==> config.mk <==
export PLATFORM = sky130hd
export DESIGN_NAME = hazard_detect
export DESIGN_NICKNAME = d
export VERILOG_FILES = /design/src/rtl/hazard_detect.sv
export SDC_FILE = /design/constraint.sdc
export NUM_CORES = 1
export LEC_CHECK = 0
export CORE_ASPECT_RATIO = 2
export CORE_MARGIN = 4
export CORE_UTILIZATION = 49
export CTS_CLUSTER_SIZE = 14
export DETAILED_ROUTE_END_ITERATION = 10
export MAX_ROUTING_LAYER = met4
export PLACE_DENSITY_LB_ADDON = 0.12
export SYNTH_ARGS = -nofsm -noshare
export SYNTH_HDL_FRONTEND = slang
export SYNTH_SLANG_ARGS = --single-unit
==> constraint.sdc <==
create_clock -name clk -period 6.6 [get_ports clk]
set_clock_uncertainty 0.1 [all_clocks]
set_input_delay 1.32 -clock clk [delete_from_list [all_inputs] [get_ports clk]]
set_output_delay 1.32 -clock clk [all_outputs]
set_load 0.03 [all_outputs]
==> src/rtl/hazard_detect.sv <==
// hazard_detect: load-use stall, taken-branch flush and fin-halt control for
// a five-stage pipeline. Steering outputs are combinational from the current
// state and inputs; the state register and event counters update on clk.
// CNT_W sets where the event counters saturate. Ports stay 16 bits wide.
module hazard_detect #(
    parameter int CNT_W = 16
) (
    input  logic        clk,
    input  logic        rst,
    input  logic        idexmemrd,
    input  logic [4:0]  idexrd,
    input  logic [4:0]  ifidrs,
    input  logic [4:0]  ifidrt,
    input  logic        idrsused,
    input  logic        idrtused,
    input  logic        exbrtaken,
    input  logic        wbfin,
    output logic        ctrlsig,
    output logic        pcwr,
    output logic        ifidwr,
    output logic        ifidflush,
    output logic        halted,
    output logic [15:0] stallcnt,
    output logic [15:0] flushcnt
);

    typedef enum logic [1:0] {RUN, STALL, HALT} state_t;

    localparam logic [15:0] CNT_MAX = 16'((32'd1 << CNT_W) - 32'd1);

    state_t      state, state_nxt;
    logic        lu;
    logic        stall_inc, flush_inc;
    logic [15:0] stall_q, flush_q;

    // r0 is hardwired zero, so a load "into" it can never feed a consumer
    assign lu = idexmemrd && (idexrd != 5'd0) &&
                ((idrsused && (idexrd == ifidrs)) ||
                 (idrtused && (idexrd == ifidrt)));

    // next state and same-cycle pipeline steering; fin beats branch beats lu
    always_comb begin
        ctrlsig   = 1'b0;
        pcwr      = 1'b1;
        ifidwr    = 1'b1;
        ifidflush = 1'b0;
        stall_inc = 1'b0;
        flush_inc = 1'b0;
        state_nxt = state;
        if (rst) begin
            state_nxt = RUN;
        end else begin
            case (state)
                RUN, STALL: begin
                    state_nxt = RUN;
                    if (wbfin) begin
                        ctrlsig   = 1'b1;
                        pcwr      = 1'b0;
                        ifidwr    = 1'b0;
                        ifidflush = 1'b1;
                        state_nxt = HALT;
                    end else if (exbrtaken) begin
                        ctrlsig   = 1'b1;
                        ifidflush = 1'b1;
                        flush_inc = 1'b1;
                    end else if (state == RUN && lu) begin
                        // in STALL the ID/EX slot already holds the bubble
                        ctrlsig   = 1'b1;
                        pcwr      = 1'b0;
                        ifidwr    = 1'b0;
                        stall_inc = 1'b1;
                        state_nxt = STALL;
                    end
                end
                HALT: begin
                    ctrlsig   = 1'b1;
                    pcwr      = 1'b0;
                    ifidwr    = 1'b0;
                    ifidflush = 1'b1;
                end
                default: state_nxt = RUN;
            endcase
        end
    end

    // state register and saturating event counters
    always_ff @(posedge clk or posedge rst) begin
        if (rst) begin
            state   <= RUN;
            stall_q <= 16'd0;
            flush_q <= 16'd0;
        end else begin
            state <= state_nxt;
            if (stall_inc && stall_q != CNT_MAX) stall_q <= stall_q + 16'd1;
            if (flush_inc && flush_q != CNT_MAX) flush_q <= flush_q + 16'd1;
        end
    end

    assign halted   = (state == HALT);
    assign stallcnt = stall_q;
    assign flushcnt = flush_q;

endmodule

# Yosys cells after proc, flatten, opt, wreduce, memory -nomap -nowiden
# Index checks and enable logic that the tools add are counted.
word_totals:
  register_bits: 34
  inputBits: 22
  out_inout_bits: 37
  elab_cells: 49
op_classes:
  add_sub_neg: 2
  n_eq_ne: 7
  muxes: 26
  n_reduce_logical: 11
op_table:
  columns: ["operator", "n"]
  rows:
  - ["$add 16x1->16 const B", 2]
  - ["$ne 16x16->1 const B", 2]
  - ["$mux 1", 20]
  - ["$eq 5x5->1", 2]
  - ["$logic_and 1x1->1", 7]
  - ["$pmux 1 s2", 3]
  - ["$reduce_bool 5->1", 1]
  - ["$mux 2", 2]
  - ["$pmux 2 s2", 1]
  - ["$eq 2x1->1 const B", 1]
  - ["$eq 2x2->1 const B", 1]
  - ["$logic_not 2->1", 1]
  - ["$ne 2x2->1 const B", 1]
  - ["$reduce_or 2->1", 1]
  - ["$logic_or 1x1->1", 1]

# Logic depth before layout (Yosys ltp)
depth:
  word_depth: 11
  depth_mapped: 7
  ltp_nobuf: 6

# Worst setup path before layout
# No wires, ideal clock.
synth_path:
  path_kind: "in2out"
  from: "input port rst"
  to: "output port pcwr"
  arrival_ps: 2681
  required_time_ps: 5180
  slack_ps: 2499
  cell_stages: 4
  path_buffers: 1
  path_cell_list: "inv_1 -> o21a_1 -> o21ba_2 -> buf_4"
synth_via:
  elab_chain_len: 1
synth_rtl:
  columns: ["element", "line_no", "text"]
  rows:
  - ["start, declared", "9", "input logic rst,"]
  - ["$mux 1", null, null]
  - ["end, declared", "19", "output logic pcwr,"]
# Every way passes these cells.

# Final worst setup path
layout_path:
  from: "input port idexrd[4]"
  to: "output port pcwr"
layout_via:
  elab_chain_len: 10
  elab_cells_between_ends: 14
  cone_classes: "eq/ne: 2; mux: 5; reduce/logical: 7"
layout_rtl:
  columns: ["element", "line_no", "text"]
  rows:
  - ["start, declared", "11", "input logic [4:0] idexrd,"]
  - ["$eq 5x5->1 (on tied branches)", "38, 39", null]
  - ["$logic_and 1x1->1 (on tied branches)", "38, 39", null]
  - ["$logic_or 1x1->1", "38", "((idrsused && (idexrd == ifidrs)) ||"]
  - ["$logic_and 1x1->1 (*)", "37", "assign lu = idexmemrd && (idexrd != 5'd0) &&"]
  - ["$logic_and 1x1->1 (*)", "66", "end else if (state == RUN && lu) begin"]
  - ["$mux 1 (*)", "66", null]
  - ["$mux 1 (*)", "62", "end else if (exbrtaken) begin"]
  - ["$mux 1 (*)", "56", "if (wbfin) begin"]
  - ["$pmux 1 s2 (*)", "53", "case (state)"]
  - ["$mux 1 (*)", "50", "if (rst) begin"]
# Every way passes the cells marked *; elsewhere a longest branch is shown, timed or not.

==> impl_metrics.csv <==
group,metric,value,unit
grt,grt_pass1_wl,7450,µm
clock_network,clk_latency,290,ps
synth,ys_seq_area_share,46.1,%
setup_path,cp_slowest_cell,"clkdlybuf4s50_1",
synth,syn_nets,195,
floorplan,rows,31,
power_and_ir_drop,ir_drop,0.195,mV
cells_and_area,synthToLayoutAreaGrowth,39.1,%
detailed_routing,drt-pass1-iter-count,4,
grt,first_global_vias,1690,
setup_path,reg2reg_to,"stallcnt[1]",
timing,post-route-period-util,79.2,%
synth,postSynth.asyncResetShare,100,%
floorplan,fp.dieArea,0.00487,mm²
cells_and_area,multi_input_area,955,µm²
timing,hold_viol_final,0,
cells_and_area,final_nets,258,
setup_path,required,5180,ps
setup_path,crit_path_max_incr_delay,590,ps
setup_path,critPathMaxFanout,16,
worst_hold_path,hold_path_class,"register to register",
clock_network,post-cts-setup-buffers,0,
power_and_ir_drop,p_total,0.523,mW
place,portBuffers,58,
detailed_routing,ant_nets,0,
timing,relSlewSlack,58.1,%
floorplan,coreArea,0.00365,mm²
timing,fmax,191,MHz
grt,grtUsageTotal,20.7,%
clock_network,root_buffer,"clkbuf_8",
clock_network,holdBufCountCts,0,
place,place.gp.congestion,0.835,
setup_path,crit_type,"primary input to output pin",
grt,antenna_found_initial,0,
timing,setup_viol,0,
setup_path,cp.buffers_inverters,2,
floorplan,die_x,51.4,µm
setup_path,path_cells,"clkdlybuf4s50_1, xnor2_1, nand4_1, o22ai_2, o211ai_1, o21ba_2, clkdlybuf4s50_1",
worst_hold_path,whs_path_depth,1,
synth,ys_seq_elements,34,
grt,grt_max_degree,35,
cells_and_area,antenna_cells,0,
floorplan,io_pins,59,
timing,final.setup.tns,0,ps
detailed_routing,wl_per_cell,15.3,µm
timing,period_minus_slack,5230,ps
outcome,status,"finished clean",
grt,overflow,0,
synth,postSynthAreaPerCell,10.8,µm²
setup_path,worstSetupEndpointType,"output pin",
detailed_routing,post-route-drc-count,0,
floorplan,fp.dieH,94.8,µm
synth,postSynthCellCount,171,
detailed_routing,drt-initial-drc-count,15,
clock_network,cts_tree,"yes",
setup_path,crit_arrival,3810,ps
timing,slew_violations,0,
place,dp_hpwl,3480,µm
setup_path,r2r-start,"state[1]",
synth,synth_cell_types,39,
floorplan,start_util,50.6,%
setup_path,path_delay_family,"buffers and inverters",
detailed_routing,routed_wl,4350,µm
clock_network,cts_buffers,5,
setup_path,ff2ff_setup_slack,4390,ps
synth,synth_flop_cell,"dfrtp_1",
timing,tightest_slew,628,ps
worst_hold_path,hp-start,"flushcnt[7]",
cells_and_area,drive_gt1_share,8.09,%
synth,synth_area,0.00184,mm²
detailed_routing,avgViaCountPerCell,5.48,
setup_path,crit_path_start_kind,"primary input",
synth,synth_enable_flop_cells,0,
synth,ys_warn_count,0,
clock_network,path_clk_slew,70,ps
clock_network,clock_sinks,34,
cells_and_area,ff_latch_area,851,µm²
clock_network,post_cts_resized,0,
power_and_ir_drop,p_leak,1.03,nW
setup_path,cp_common_cell,"clkdlybuf4s50_1",
cells_and_area,n_fill_cell,301,
worst_hold_path,whs_endpoint,"flushcnt[7]",
detailed_routing,vias,1557,
power_and_ir_drop,powerDensity,204,mW/mm²
setup_path,r2r_cells,5,
clock_network,cts.htree.levels,2,
clock_network,clk_path_buf_depth,2,
job,drv_cap,0,
timing,rsz0062_at_grt,"no",
-- placed cells by master, fill, tap and decap left out, types with 2 or more instances in the layout --
master / n
a21oi_1: 2
and2_1: 4
and3_1: 6
and4_1: 2
clkbuf_8: 6
clkdlybuf4s50_1: 58
dfrtp_1: 34
ha_1: 2
inv_1: 4
mux2_1: 3
nand2_1: 14
nand3_1: 11
nand4_1: 15
nand4b_1: 2
nor2_1: 7
nor2b_1: 2
nor3_1: 3
xnor2_1: 34
xor2_1: 4
-- per-stage QoR --
step	setup slack (ps)	std cells	utilization (%)	area, µm²	hold slack, ps
floorplan	2500	171	-	1840	474
global placement	1470	276	67.7	2470	382
CTS	1370	284	70.4	2560	403
detailed placement	1380	276	67.7	2470	394
global route	1180	284	70.4	2560	416
finish	1370	284	70.4	2560	402
-- worst reg2reg max path: stages (launching register included) --
cell and delay (ps):
dfrtp_1 480, nor4b_2 360, o211ai_2 180, a21oi_2 450, nand2_1 180, mux2_1 350
-- cells in the mapped netlist (2+ instances only) --
cell / count / area share [%]
mux2_1: 3 / 1.8
and3_1: 6 / 2.0
nand4_1: 15 / 5.1
nor3_1: 3 / 0.81
ha_1: 2 / 1.4
nand2_1: 14 / 2.8
nor2_1: 7 / 1.4
xor2_1: 4 / 1.9
and2_1: 4 / 1.4
inv_1: 4 / 0.81
nor2b_1: 2 / 0.68
a21oi_1: 2 / 0.54
dfrtp_1: 34 / 46
xnor2_1: 34 / 16
nand3_1: 11 / 3.0
nand4b_1: 2 / 0.95
and4_1: 2 / 0.95
-- worst max-delay path by stage --
stage | from | to | slack, ps | cells after the start
after floorplan | rst | pcwr | 2500 | 4
after global placement | idexrd[0] | ifidwr | 1470 | 7
after detailed placement | idexrd[4] | ifidwr | 1380 | 7
after CTS | idexrd[4] | ifidwr | 1370 | 7
after global routing | idexrd[4] | pcwr | 1180 | 7
final | idexrd[4] | pcwr | 1370 | 7
-- logic make-up after synthesis --
kind of cell	Yosys count	synth area share, %
XOR/XNOR	38	18.0
multiplexers	3	1.83
buffers and inverters	7	2.10
adder cells (fa/ha/maj)	2	1.36
AO/OA/AOI/OAI	11	5.29
flip-flops	34	46.1
AND/OR/NAND/NOR	76	25.2
-- layout make-up --
type | instances | area share, %
tap | 49 | 2.39
clock buffer | 6 | 3.22
inverter | 4 | 0.585
sequential | 34 | 33.2
clock inverter | 2 | 0.488
timing repair buffer | 59 | 22.9
multi-input combinational | 130 | 37.2
-- where the power goes --
group / internal [mW] / switching, mW
registers: 0.222 / 0.0215
clock network: 0.0838 / 0.0765
logic: 0.0566 / 0.0626
total: 0.362 / 0.161
-- layer usage --
layer  part of all wire (%)  vias up  track usage, %
met4                    4.4        0            12.5
met1                     36      751            20.2
met5                      0        -               -
met3                    3.6       20            4.74
li1                       -      733               -
met2                     56       53            36.2
-- flip-flops by register name, summed over array words and instances (netlist names) --
register	count
flushcnt	16
stallcnt	16
state	2
No activity file was read; power rests on OpenSTA's default activity.
